`src/rtl/seq_signed_div_if.sv`:
```
// seq_signed_div_if
//   Handshake and data bundle for the iterative signed divider.
//   master : requester side (drives start/X/Y, observes status and results)
//   slave  : divider side (consumes start/X/Y, drives status and results)
//   Signals:
//     start        request, honoured only while ready=1
//     X, Y         signed dividend / divisor, captured on an accepted start
//     ready        divider idle and able to accept
//     busy         operation in progress
//     done         one-cycle pulse marking a fresh result
//     Q, R         signed quotient / remainder
//     div_by_zero  result came from a zero divisor
//     overflow     result came from -2^(WIDTH-1) / -1
interface seq_signed_div_if #(
  parameter int WIDTH = 8
) ();
  logic             start;
  logic [WIDTH-1:0] X;
  logic [WIDTH-1:0] Y;
  logic             ready;
  logic             busy;
  logic             done;
  logic [WIDTH-1:0] Q;
  logic [WIDTH-1:0] R;
  logic             div_by_zero;
  logic             overflow;

  modport master (
    output start, X, Y,
    input  ready, busy, done, Q, R, div_by_zero, overflow
  );

  modport slave (
    input  start, X, Y,
    output ready, busy, done, Q, R, div_by_zero, overflow
  );
endinterface

```
`src/rtl/seq_signed_div.sv`:
```
// seq_signed_div
//   Iterative signed integer divider: X / Y -> Q, R (truncating toward zero,
//   remainder takes the sign of the dividend). A radix-2 restoring core works
//   on operand magnitudes, one quotient bit per cycle, then a fix-up cycle
//   applies signs. Latency from accepted start to done is WIDTH+2 edges for
//   every operand pair, including divide-by-zero and the overflow case.
//   Ports:
//     clk  rising-edge clock
//     rst  synchronous, active-high reset (wins over everything)
//     bus  seq_signed_div_if.slave: start/X/Y in; ready/busy/done/Q/R/flags out
module seq_signed_div #(
  parameter int WIDTH = 8
) (
  input  logic                clk,
  input  logic                rst,
  seq_signed_div_if.slave     bus
);

  localparam int CW = $clog2(WIDTH + 1);
  localparam logic [CW-1:0] LAST_STEP = CW'(WIDTH);
  localparam logic [CW-1:0] CNT_ONE   = {{(CW-1){1'b0}}, 1'b1};
  localparam logic [WIDTH-1:0] MIN_NEG = {1'b1, {(WIDTH-1){1'b0}}};

  typedef enum logic [1:0] {
    IDLE = 2'd0,
    CALC = 2'd1,
    FIX  = 2'd2,
    DONE = 2'd3
  } state_t;

  // Two's complement negation, truncated to WIDTH bits.
  function automatic logic [WIDTH-1:0] neg(input logic [WIDTH-1:0] v);
    return ~v + {{(WIDTH-1){1'b0}}, 1'b1};
  endfunction

  // Unsigned magnitude of a signed operand. The result is read as unsigned,
  // so |-2^(WIDTH-1)| = 2^(WIDTH-1) is exact in WIDTH bits.
  function automatic logic [WIDTH-1:0] abs_mag(input logic [WIDTH-1:0] v);
    if (v[WIDTH-1]) begin
      return neg(v);
    end else begin
      return v;
    end
  endfunction

  state_t           state_r;
  logic [CW-1:0]    cnt_r;
  logic [WIDTH-1:0] p_r;      // partial remainder (always < 2^WIDTH)
  logic [WIDTH-1:0] a_r;      // dividend bits shift out the top, quotient bits shift in
  logic [WIDTH:0]   ymag_r;   // divisor magnitude, one guard bit wide
  logic             sx_r;
  logic             sy_r;
  logic             dz_r;
  logic             ov_r;

  logic             ready_r;
  logic             busy_r;
  logic             done_r;
  logic [WIDTH-1:0] q_out_r;
  logic [WIDTH-1:0] r_out_r;
  logic             dz_out_r;
  logic             ov_out_r;

  logic [WIDTH:0]   p_shift_s;
  logic [WIDTH-1:0] p_next_s;
  logic             qbit_s;
  logic [WIDTH-1:0] q_fix_s;
  logic [WIDTH-1:0] r_fix_s;

  // One restoring step: shift in the next dividend bit, subtract if it fits.
  // The difference is taken in WIDTH bits: whenever it is used the true
  // result is below |Y| <= 2^(WIDTH-1), so the dropped carry is always zero.
  always_comb begin
    p_shift_s = {p_r, a_r[WIDTH-1]};
    p_next_s  = p_shift_s[WIDTH-1:0];
    qbit_s    = 1'b0;
    if (p_shift_s >= ymag_r) begin
      p_next_s = p_shift_s[WIDTH-1:0] - ymag_r[WIDTH-1:0];
      qbit_s   = 1'b1;
    end else begin
      p_next_s = p_shift_s[WIDTH-1:0];
      qbit_s   = 1'b0;
    end
  end

  // Sign fix-up. With a zero divisor the core still leaves |X| in p_r, so
  // the remainder path naturally yields R = X; only Q needs forcing to -1.
  always_comb begin
    q_fix_s = a_r;
    r_fix_s = p_r;
    if (dz_r) begin
      q_fix_s = {WIDTH{1'b1}};
    end else if (sx_r ^ sy_r) begin
      q_fix_s = neg(a_r);
    end else begin
      q_fix_s = a_r;
    end
    if (sx_r) begin
      r_fix_s = neg(p_r);
    end else begin
      r_fix_s = p_r;
    end
  end

  // Control FSM, datapath registers and registered outputs.
  always_ff @(posedge clk) begin
    if (rst) begin
      state_r  <= IDLE;
      cnt_r    <= {CW{1'b0}};
      p_r      <= {WIDTH{1'b0}};
      a_r      <= {WIDTH{1'b0}};
      ymag_r   <= {(WIDTH+1){1'b0}};
      sx_r     <= 1'b0;
      sy_r     <= 1'b0;
      dz_r     <= 1'b0;
      ov_r     <= 1'b0;
      ready_r  <= 1'b1;
      busy_r   <= 1'b0;
      done_r   <= 1'b0;
      q_out_r  <= {WIDTH{1'b0}};
      r_out_r  <= {WIDTH{1'b0}};
      dz_out_r <= 1'b0;
      ov_out_r <= 1'b0;
    end else begin
      case (state_r)
        IDLE: begin
          if (bus.start) begin
            // Per-operation flags are recomputed here; the visible flags
            // only change together with Q/R at the end of the operation.
            sx_r    <= bus.X[WIDTH-1];
            sy_r    <= bus.Y[WIDTH-1];
            a_r     <= abs_mag(bus.X);
            ymag_r  <= {1'b0, abs_mag(bus.Y)};
            dz_r    <= (bus.Y == {WIDTH{1'b0}});
            ov_r    <= (bus.X == MIN_NEG) && (bus.Y == {WIDTH{1'b1}});
            p_r     <= {WIDTH{1'b0}};
            cnt_r   <= {CW{1'b0}};
            ready_r <= 1'b0;
            busy_r  <= 1'b1;
            state_r <= CALC;
          end else begin
            state_r <= IDLE;
          end
        end
        CALC: begin
          // WIDTH shift/subtract steps, then one extra CALC cycle before FIX
          // so that the latency is WIDTH+2 edges.
          if (cnt_r == LAST_STEP) begin
            state_r <= FIX;
          end else begin
            p_r     <= p_next_s;
            a_r     <= {a_r[WIDTH-2:0], qbit_s};
            cnt_r   <= cnt_r + CNT_ONE;
            state_r <= CALC;
          end
        end
        FIX: begin
          q_out_r  <= q_fix_s;
          r_out_r  <= r_fix_s;
          dz_out_r <= dz_r;
          ov_out_r <= ov_r;
          done_r   <= 1'b1;
          busy_r   <= 1'b0;
          state_r  <= DONE;
        end
        DONE: begin
          done_r  <= 1'b0;
          ready_r <= 1'b1;
          state_r <= IDLE;
        end
        default: begin
          done_r  <= 1'b0;
          busy_r  <= 1'b0;
          ready_r <= 1'b1;
          state_r <= IDLE;
        end
      endcase
    end
  end

  assign bus.ready       = ready_r;
  assign bus.busy        = busy_r;
  assign bus.done        = done_r;
  assign bus.Q           = q_out_r;
  assign bus.R           = r_out_r;
  assign bus.div_by_zero = dz_out_r;
  assign bus.overflow    = ov_out_r;

endmodule

```
`src/flat_wrapper.sv`:
```
// flat-port wrapper written by rule: the top's interface ports become plain ports
module seq_signed_div_flat 
#(
  parameter int WIDTH = 8
)
  (clk, rst, bus_start, bus_X, bus_Y, bus_ready, bus_busy, bus_done, bus_Q, bus_R, bus_div_by_zero, bus_overflow);
  seq_signed_div_if #(.WIDTH(WIDTH)) bus_i ();
  input  logic clk;
  input  logic rst;
  input wire logic [$bits(bus_i.start)-1:0] bus_start;
  input wire logic [$bits(bus_i.X)-1:0] bus_X;
  input wire logic [$bits(bus_i.Y)-1:0] bus_Y;
  output wire logic [$bits(bus_i.ready)-1:0] bus_ready;
  output wire logic [$bits(bus_i.busy)-1:0] bus_busy;
  output wire logic [$bits(bus_i.done)-1:0] bus_done;
  output wire logic [$bits(bus_i.Q)-1:0] bus_Q;
  output wire logic [$bits(bus_i.R)-1:0] bus_R;
  output wire logic [$bits(bus_i.div_by_zero)-1:0] bus_div_by_zero;
  output wire logic [$bits(bus_i.overflow)-1:0] bus_overflow;
  assign bus_i.start = bus_start;
  assign bus_i.X = bus_X;
  assign bus_i.Y = bus_Y;
  assign bus_ready = bus_i.ready;
  assign bus_busy = bus_i.busy;
  assign bus_done = bus_i.done;
  assign bus_Q = bus_i.Q;
  assign bus_R = bus_i.R;
  assign bus_div_by_zero = bus_i.div_by_zero;
  assign bus_overflow = bus_i.overflow;
  seq_signed_div #(.WIDTH(WIDTH)) u_core (.clk(clk), .rst(rst), .bus(bus_i));
endmodule
```
`config.mk`:
```
export PLATFORM = sky130hd
export DESIGN_NAME = seq_signed_div_flat
export DESIGN_NICKNAME = d
export VERILOG_FILES = /design/src/rtl/seq_signed_div_if.sv /design/src/rtl/seq_signed_div.sv /design/src/flat_wrapper.sv
export SDC_FILE = /design/constraint.sdc
export NUM_CORES = 1
export LEC_CHECK = 0
export CELL_PAD_IN_SITES_DETAIL_PLACEMENT = 2
export CELL_PAD_IN_SITES_GLOBAL_PLACEMENT = 2
export CORE_MARGIN = 2
export CORE_UTILIZATION = 36
export CTS_CLUSTER_SIZE = 25
export DETAILED_ROUTE_END_ITERATION = 10
export PLACE_DENSITY_LB_ADDON = 0.15
export SETUP_SLACK_MARGIN = 0.05
export SLEW_MARGIN = 20
export SYNTH_ARGS = -nofsm -noshare
export SYNTH_HDL_FRONTEND = slang
export SYNTH_SLANG_ARGS = --single-unit
```
`constraint.sdc`:
```
create_clock -name clk -period 5 [get_ports clk]
set_input_delay 0.5 -clock clk [delete_from_list [all_inputs] [get_ports clk]]
set_output_delay 0.5 -clock clk [all_outputs]
set_load 0.005 [all_outputs]
```
==> flow_summary.ini <==
[run_status]
status = completed

[cells_and_area]
drive_gt1_frac = 0.04673
finalInstanceArea_um2 = 3754
final_nets = 462
n_antenna_cell = 0
syn_to_final_growth_pct = 16.01

[synth]
yosys_most_used_dff = dfxtp_1
synth_edf_count = 0
synthMuxAreaShare = 0.009281
synth_top_area_frac = 0.3403
synth_fp_nets = 436
synth_top_family_by_area = simple AND/OR/NAND/NOR gates
syn_area_um2 = 3236
syn_inst = 401
yosysWarnings = 0
synth_fa_ha_area_frac = 0.06419
ys_ff_latch = 55
syn_area_per_cell_um2 = 8.069
ys_async_sr_fraction = 0
synth-seq-area-share = 0.3403
ys_types = 60
synth-compound-area-share = 0.2254
synth_simple_gate_area_frac = 0.2254
synth_area_leaders = dfxtp_1, nor2_1, ha_1
synth-xor-area-share = 0.07309
synth_area_leader_cell = dfxtp_1

[worst_setup_path]
path_max_fanout = 12
start_kind = register
cp.arrival_ns = 2.69
slowest_delay_ns = 0.85
cpLargestDelayFamily = compound AO/OA/AOI/OAI gates
cp_slowest_cell = o221ai_1
critPathKind = register to register
path_cells = inv_1 -> ha_1 -> nand3_1 -> o221ai_1 -> or2_1 -> o211ai_1
cp-end-kind = register
crit_buf_inv = 1
required_ns = 5.21

[clock_tree]
postCtsSetupBuffers = 0
cts_hold_buf = 0
cts.root.buffer_cell = clkbuf_8
cts_tree = yes
cts_buffers = 5
cts_max_path_buffers = 2
clk_latency_ns = 0.32
clk_pin_slew_ns = 0.12
ctsHtreeMaxLevel = 2
ctsResizeCount = 0
cts_sinks = 55

[detailed_routing]
first_pass_iters = 4
wl_per_cell_um = 17.77
viasPerCell = 5.549
first_iter_violations = 103
ant_nets = 0
routed_wl_mm = 9.527
vias = 2974
drc = 0

[power_and_ir_drop]
p_leak_nw = 1.333
power.density_nw_per_um2 = 295.9
ir_drop_mv = 0.1267

[floorplan]
initial_utilization = 0.3710
fp.coreArea_um2 = 8721
die_area_um2 = 9762
die_w_um = 98.81
rows = 34
die_h_um = 98.81
top_level_ports = 40

[timing]
final.period_utilization = 0.4954
drv_slew = 0
worst_pin_slew_ns = 1.054
fmax_ghz = 0.4038
fin_skew_ns = 0.009889
relSlewSlack = 0.2970
setup_violations = 0
fin_crit_ns = 2.477
fin_tns_setup_ns = 0
fin_ws_ns = 2.523
rsz0062_at_grt = no
hold_viol_final = 0

[hold_path]
hold_class = register to register

[place]
dp_hpwl_mm = 7.267
io_buffer_count = 39
place_ws_ns = 2.474
place_area_um2 = 3652
place_congestion = 0.7789

[global_routing]
overflow = 0
gr-usage-all-layers = 0.2019
grt_max_degree = 53
antenna_found_initial = 0
grt_pass1_wl_mm = 16.06
first_global_vias = 3129

[run]
maxCapViolations = 0
worst reg2reg max path, cell delays in order (launching register included):
cell and delay (ns):
dfxtp_1 0.37, inv_1 0.05, ha_1 0.43, nand3_1 0.18
o221ai_1 0.85, or2_1 0.36, o211ai_1 0.13
placed cells by master (no fill, tap or decap), types with 2 or more instances in the layout:
cell / n
inv_1: 24
nor2_1: 52
dfxtp_1: 55
xnor2_1: 13
nor3_1: 19
a21oi_1: 28
a21boi_0: 3
a31oi_1: 3
clkbuf_8: 5
or3_1: 2
nand4b_1: 2
o311ai_1: 2
ha_1: 15
nand2_1: 42
nand3_1: 6
mux2i_1: 3
or2_1: 2
nand4_1: 5
o21ai_0: 9
and3b_1: 2
xor2_1: 14
clkdlybuf4s50_1: 38
o211ai_1: 8
nor4_1: 2
a211oi_1: 23
and3_1: 3
nand2b_1: 2
o31a_1: 2
a211o_1: 5
nor2b_1: 3
o31ai_1: 6
layout make-up:
| type | count | area (µm²) |
|---|---|---|
| Clock inverter | 3 | 27.53 |
| Clock buffer | 5 | 68.82 |
| Sequential cell | 55 | 1101 |
| Tap cell | 108 | 135.1 |
| Inverter | 24 | 90.09 |
| Timing Repair Buffer | 40 | 392.9 |
| Fill cell | 1005 | 4967 |
| Multi-Input combinational cell | 301 | 1938 |
power by group:
part / internal [mW] / switching [mW] / leakage [nW]
Sequential: 0.462 / 0.0329 / 0.448
Clock: 0.104 / 0.166 / 0.0467
Combinational: 0.131 / 0.215 / 0.839
final timing paths:
path / from / end / slack (ns) / depth (start not counted)
worst max-delay path: u_core.ymag_r[6] / u_core.p_r[4] / 2.52 / 6
worst min-delay path: u_core.bus.div_by_zero / u_core.bus.div_by_zero / 0.46 / 2
worst max register to register: u_core.ymag_r[6] / u_core.p_r[4] / 2.52 / 6
worst min register to register: u_core.bus.div_by_zero / u_core.bus.div_by_zero / 0.46 / 2
stage by stage:
step / utilization / power [mW] / cells / hold slack [ns]
floorplan: - / 0.7508 / 401 / 0.4319
global placement: 0.4188 / 0.8312 / 528 / 0.4439
detailed placement: 0.4188 / 0.8514 / 528 / 0.4494
CTS: 0.4298 / 1.123 / 536 / 0.4668
global route: 0.4304 / 1.179 / 536 / 0.5122
finish: 0.4304 / 1.111 / 536 / 0.4633
per-layer routing:
| layer | GRT usage | wire length (µm) | up-vias |
|---|---|---|---|
| li1 | - | - | 1475 |
| met1 | 0.2630 | 4602 | 1447 |
| met2 | 0.3534 | 4548 | 42 |
| met3 | 0.02624 | 223 | 10 |
| met4 | 0.05058 | 153 | 0 |
| met5 | 0 | 0 | - |
cell families (layout without fill, tap and decap cells):
family                   count (synthesis)  in the layout
multiplexers                             3              3
flip-flops                              55             55
AO/OA/AOI/OAI                          103            103
AND/OR/NAND/NOR                        152            152
XOR/XNOR                                27             27
adder cells (fa/ha/maj)                 16             16
buffers and inverters                   45             72
cell usage after synthesis (2+ instances only):
library cell	number
dfxtp_1	55
nor2_1	52
nand2_1	42
a21oi_1	28
inv_1	24
a211oi_1	23
nor3_1	19
ha_1	15
xor2_1	14
xnor2_1	13
o21ai_0	9
o211ai_1	8
buf_2	7
clkbuf_1	7
nand3_1	6
o31ai_1	6
a211o_1	5
nand4_1	5
a21boi_0	3
a31oi_1	3
and3_1	3
mux2i_1	3
nor2b_1	3
and3b_1	2
buf_1	2
buf_4	2
buf_6	2
nand2b_1	2
nand4b_1	2
nor4_1	2
o311ai_1	2
o31a_1	2
or2_1	2
or3_1	2
registers in the layout, summed over array words and instances, names as in the netlist, 4 cells and up, named ones only:
signal	flops
u_core.a_r	8
u_core.bus.Q	8
u_core.bus.R	8
u_core.p_r	8
u_core.ymag_r	8
u_core.cnt_r	4
Note: power is estimated with default switching activity, not from simulation.
==> variant 1 (same flow settings) <==
`WIDTH` is set to 8 in 3 places; all go to 4.
--- a/src/rtl/seq_signed_div_if.sv
+++ b/src/rtl/seq_signed_div_if.sv
@@ -13,5 +13,5 @@
 //     overflow     result came from -2^(WIDTH-1) / -1
 interface seq_signed_div_if #(
-  parameter int WIDTH = 8
+  parameter int WIDTH = 4
 ) ();
   logic             start;
--- a/src/rtl/seq_signed_div.sv
+++ b/src/rtl/seq_signed_div.sv
@@ -10,5 +10,5 @@
 //     bus  seq_signed_div_if.slave: start/X/Y in; ready/busy/done/Q/R/flags out
 module seq_signed_div #(
-  parameter int WIDTH = 8
+  parameter int WIDTH = 4
 ) (
   input  logic                clk,
--- a/src/flat_wrapper.sv
+++ b/src/flat_wrapper.sv
@@ -2,5 +2,5 @@
 module seq_signed_div_flat 
 #(
-  parameter int WIDTH = 8
+  parameter int WIDTH = 4
 )
   (clk, rst, bus_start, bus_X, bus_Y, bus_ready, bus_busy, bus_done, bus_Q, bus_R, bus_div_by_zero, bus_overflow);
Interface: changed (resized bus_Q, bus_R, bus_X and bus_Y); port bits go from 40 to 24. No check against the original RTL was run, so the function may have changed too.
==> variant 1 against the original RTL <==
Critical path type is now input pin to flop. Highest routed layer unchanged. Worst setup slack better by 0.63 ns. Design area shrank 42%. Fmax up 34%. Count of clock-buffer cells in the layout rose by 2. Routed wire length is 46% lower. Total power down 42%. Sequential cell count fell by 21. Synthesized area down 44%.
==> variant 1: results (changes against the original RTL) <==
stage	metric	value	unit	change
pwr	ir_worst_vdd	0.1134	mV	-10%
synthesis	synth.distinct_cells	44		-27%
final_layout	multi_input_area_share	46.27	%	-5.4 points
timing	skew	0.008922	ns	-0.0009674 ns
pwr	powerDensity	292.8	nW/um2	-1.1%
clocking	worstSkewPairLatency	0.28	ns	-0.04 ns
final_layout	final-clk-cell-share	4.186	%	+1.6 points
final_layout	buffers	25		-38%
global_routing	grt_pass1_wl	8.376	mm	-48%
synthesis	netlist_area	1813	um2	-44%
status	outcome	finished, final reports clean		
final_layout	multi_input_cells	153		-49%
final_layout	area_share_nonclk_buffers	11.24	%	+0.77 points
synthesis	synthTopCellsByArea	dfxtp_1 38%, ha_1 7.6%, a21oi_1 6.1%		
synthesis	synthMuxAreaShare	1.656	%	+0.73 points
final_layout	post-route-cell-area	2182	um2	-42%
final_layout	stdcell_count	306		-43%
drt	drt_iter0_markers	58		-44%
placed_design	io_buffers	23		-41%
timing	timing.final.crit_share	37.00	%	-13 points
pwr	pwr-share-seq	46.8	%	+2.2 points
synthesis	synth_fp_nets	239		-45%
drt	via_count	1611		-46%
synthesis	synthCells	216		-46%
final_layout	nClkBuffers	7		+2
clocking	cts_num_sinks	34		-38%
## variant 1: critical path: stages
cell	delay (ns)
clkdlybuf4s50_1	0.52
and2b_1	0.16
nand2b_1	0.21
or4b_1	0.52
a21oi_1	0.15
## variant 1: worst min-delay path by stage
stage	to	slack [ns]	depth (start not counted)
3_3_place_gp	u_core.bus.R[0]	0.45	2
6_report	u_core.bus.div_by_zero	0.46	2
4_1_cts	u_core.bus.div_by_zero	0.47	2
2_1_floorplan	u_core.ymag_r[3]	0.43	2
5_1_grt	u_core.bus.div_by_zero	0.49	2
3_5_place_dp	u_core.bus.div_by_zero	0.46	2
## variant 1: cells by family after synthesis
family / after synthesis
AOI/OAI and AO/OA: 50
xor gates and xnor gates: 9
adders and majority gates: 12
buffers and inverters: 29
DFF: 34
muxes: 3
and+or+nand+nor: 79
## variant 1: metal layers
layer	share of wire (%)	wire (um)	track usage [%]
met4	0.90	46	5.952
met3	2.6	131	2.811
met1	45	2281	24.55
met5	0	0	0
met2	52	2655	35.96
==> variant 2 (same settings) <==
Made on the original files. Encoding of `state_t`: now one-hot (4 bits for 4 states).
--- a/src/rtl/seq_signed_div.sv
+++ b/src/rtl/seq_signed_div.sv
@@ -22,9 +22,9 @@
   localparam logic [WIDTH-1:0] MIN_NEG = {1'b1, {(WIDTH-1){1'b0}}};
 
-  typedef enum logic [1:0] {
-    IDLE = 2'd0,
-    CALC = 2'd1,
-    FIX  = 2'd2,
-    DONE = 2'd3
+  typedef enum logic [3:0] {
+    IDLE = 4'b0001,
+    CALC = 4'b0010,
+    FIX  = 4'b0100,
+    DONE = 4'b1000
   } state_t;
 
Behaviour: no difference found for any inputs over 10 cycles, from zero or initial values and one cycle with rst high; not proved beyond that.
==> variant 2 against the original RTL <==
Combinational power down 35%. Total power up 8.1%. Synthesized area down 0.39%. Routed wire length down 4.1%. Non-clock buffer count up 2. Clock skew about the same. Design area up 3.2%. Worst setup slack better by 0.10 ns. Sequential cell count up 2. Die area down 0.37%.
==> variant 2: results (changes against the original RTL) <==
stage	metric	value	unit	change
status	outcome	finished, final reports clean		
pwr	power_switching	344.4	uW	-17%
drt	drt_iter0_markers	47		-54%
synthesis	synthMostInstantiatedCell	nor2_1		
pwr	ir_worst_vdd	0.1203	mV	-5.1%
placed_design	hpwl	6.788	mm	-6.6%
placed_design	place.gp.congestion	0.7588		-2.6%
final_layout	nClkBuffers	10		+5
synthesis	synth_seq_area_share	35.40	%	+1.4 points
clocking	cts_buffers	9		+4
min_path	hold_path_end	u_core.bus.ready		
setup_path	rr_endpoint	u_core.p_r[6]		
clocking	worstSkewPairLatency	0.35	ns	+0.03 ns
timing	hold_ws	0.4605	ns	-0.002784 ns
drt	routedWlPerCell	16.95	um	-4.6%
setup_path	crit_path_top_delay_cell	and2_0		
pwr	sequentialPower	494	uW	about the same
timing	skew	0.009563	ns	-0.0003264 ns
final_layout	n_fill_cell	991		-1.4%
clocking	path_clk_slew	0.07	ns	-0.05 ns
min_path	min-delay-start	u_core.bus.ready		
setup_path	max_stage_delay	0.70	ns	-0.15 ns
setup_path	crit_fanout	14		+2
drt	wl_met3	242	um	+8.5%
final_layout	drive_above_1_share	6.265	%	+1.6 points
synthesis	synthTopCellsByArea	dfxtp_1 35%, nor2_1 6.8%, ha_1 5.8%		
clocking	cts_max_level	3		+1
global_routing	grt_util_all_layers	20.10	%	-0.086 points
final_layout	multi_input_cells	296		-1.7%
final_layout	final-clk-cell-share	5.622	%	+3.1 points
synthesis	synth-seq-cells	57		+3.6%
setup_path	regToRegStartpoint	u_core.state_r[0]		
final_layout	buffers	42		+5.0%
synthesis	ys_top_cells_by_count	58 x nor2_1, 57 x dfxtp_1, 34 x nand2_1, 26 x a21oi_1, 23 x nor3_1		
setup_path	r2r_cells	5		-1
final_layout	inv_count	21		-13%
final_layout	multi_input_area	1892	um2	-2.4%
synthesis	synth_fp_nets	432		-0.92%
setup_path	arrival	2.59	ns	-0.10 ns
setup_path	cp_top_family	simple AND/OR/NAND/NOR gates		
pwr	cellLeakagePower	1.455	nW	+9.1%
global_routing	grt_pass1_wl	15.82	mm	-1.5%
drt	via_count	2909		-2.2%
## variant 2: cell families (layout without fill, tap and decap cells)
family                   after synthesis  after routing  synth area share, %
XOR/XNOR                              31             31                8.424
buffers and inverters                 44             78                6.173
flip-flops                            57             57                35.40
adder cells (fa/ha/maj)               16             16                6.444
AND/OR/NAND/NOR                      152            152                23.06
multiplexers                           8              8                2.485
AO/OA/AOI/OAI                         89             89                18.01
## variant 2: stage by stage
stage	area (um2)	utilization (%)	setup WS, ns	instances	power (mW)
final	3872	44.40	2.628	539	1.201
after global routing	3872	44.40	2.308	539	1.259
after CTS	3872	44.40	2.582	539	1.215
after detailed placement	3655	41.91	2.512	524	0.7276
after global placement	3655	41.91	2.639	524	0.7165
after floorplan	3223	-	3.112	397	0.6602
## variant 2: per-layer routing
metal / track usage (%) / up-vias
met1: 24.70 / 1412
li1: - / 1437
met4: 8.219 / 0
met3: 2.766 / 13
met5: 0 / -
met2: 35.37 / 47
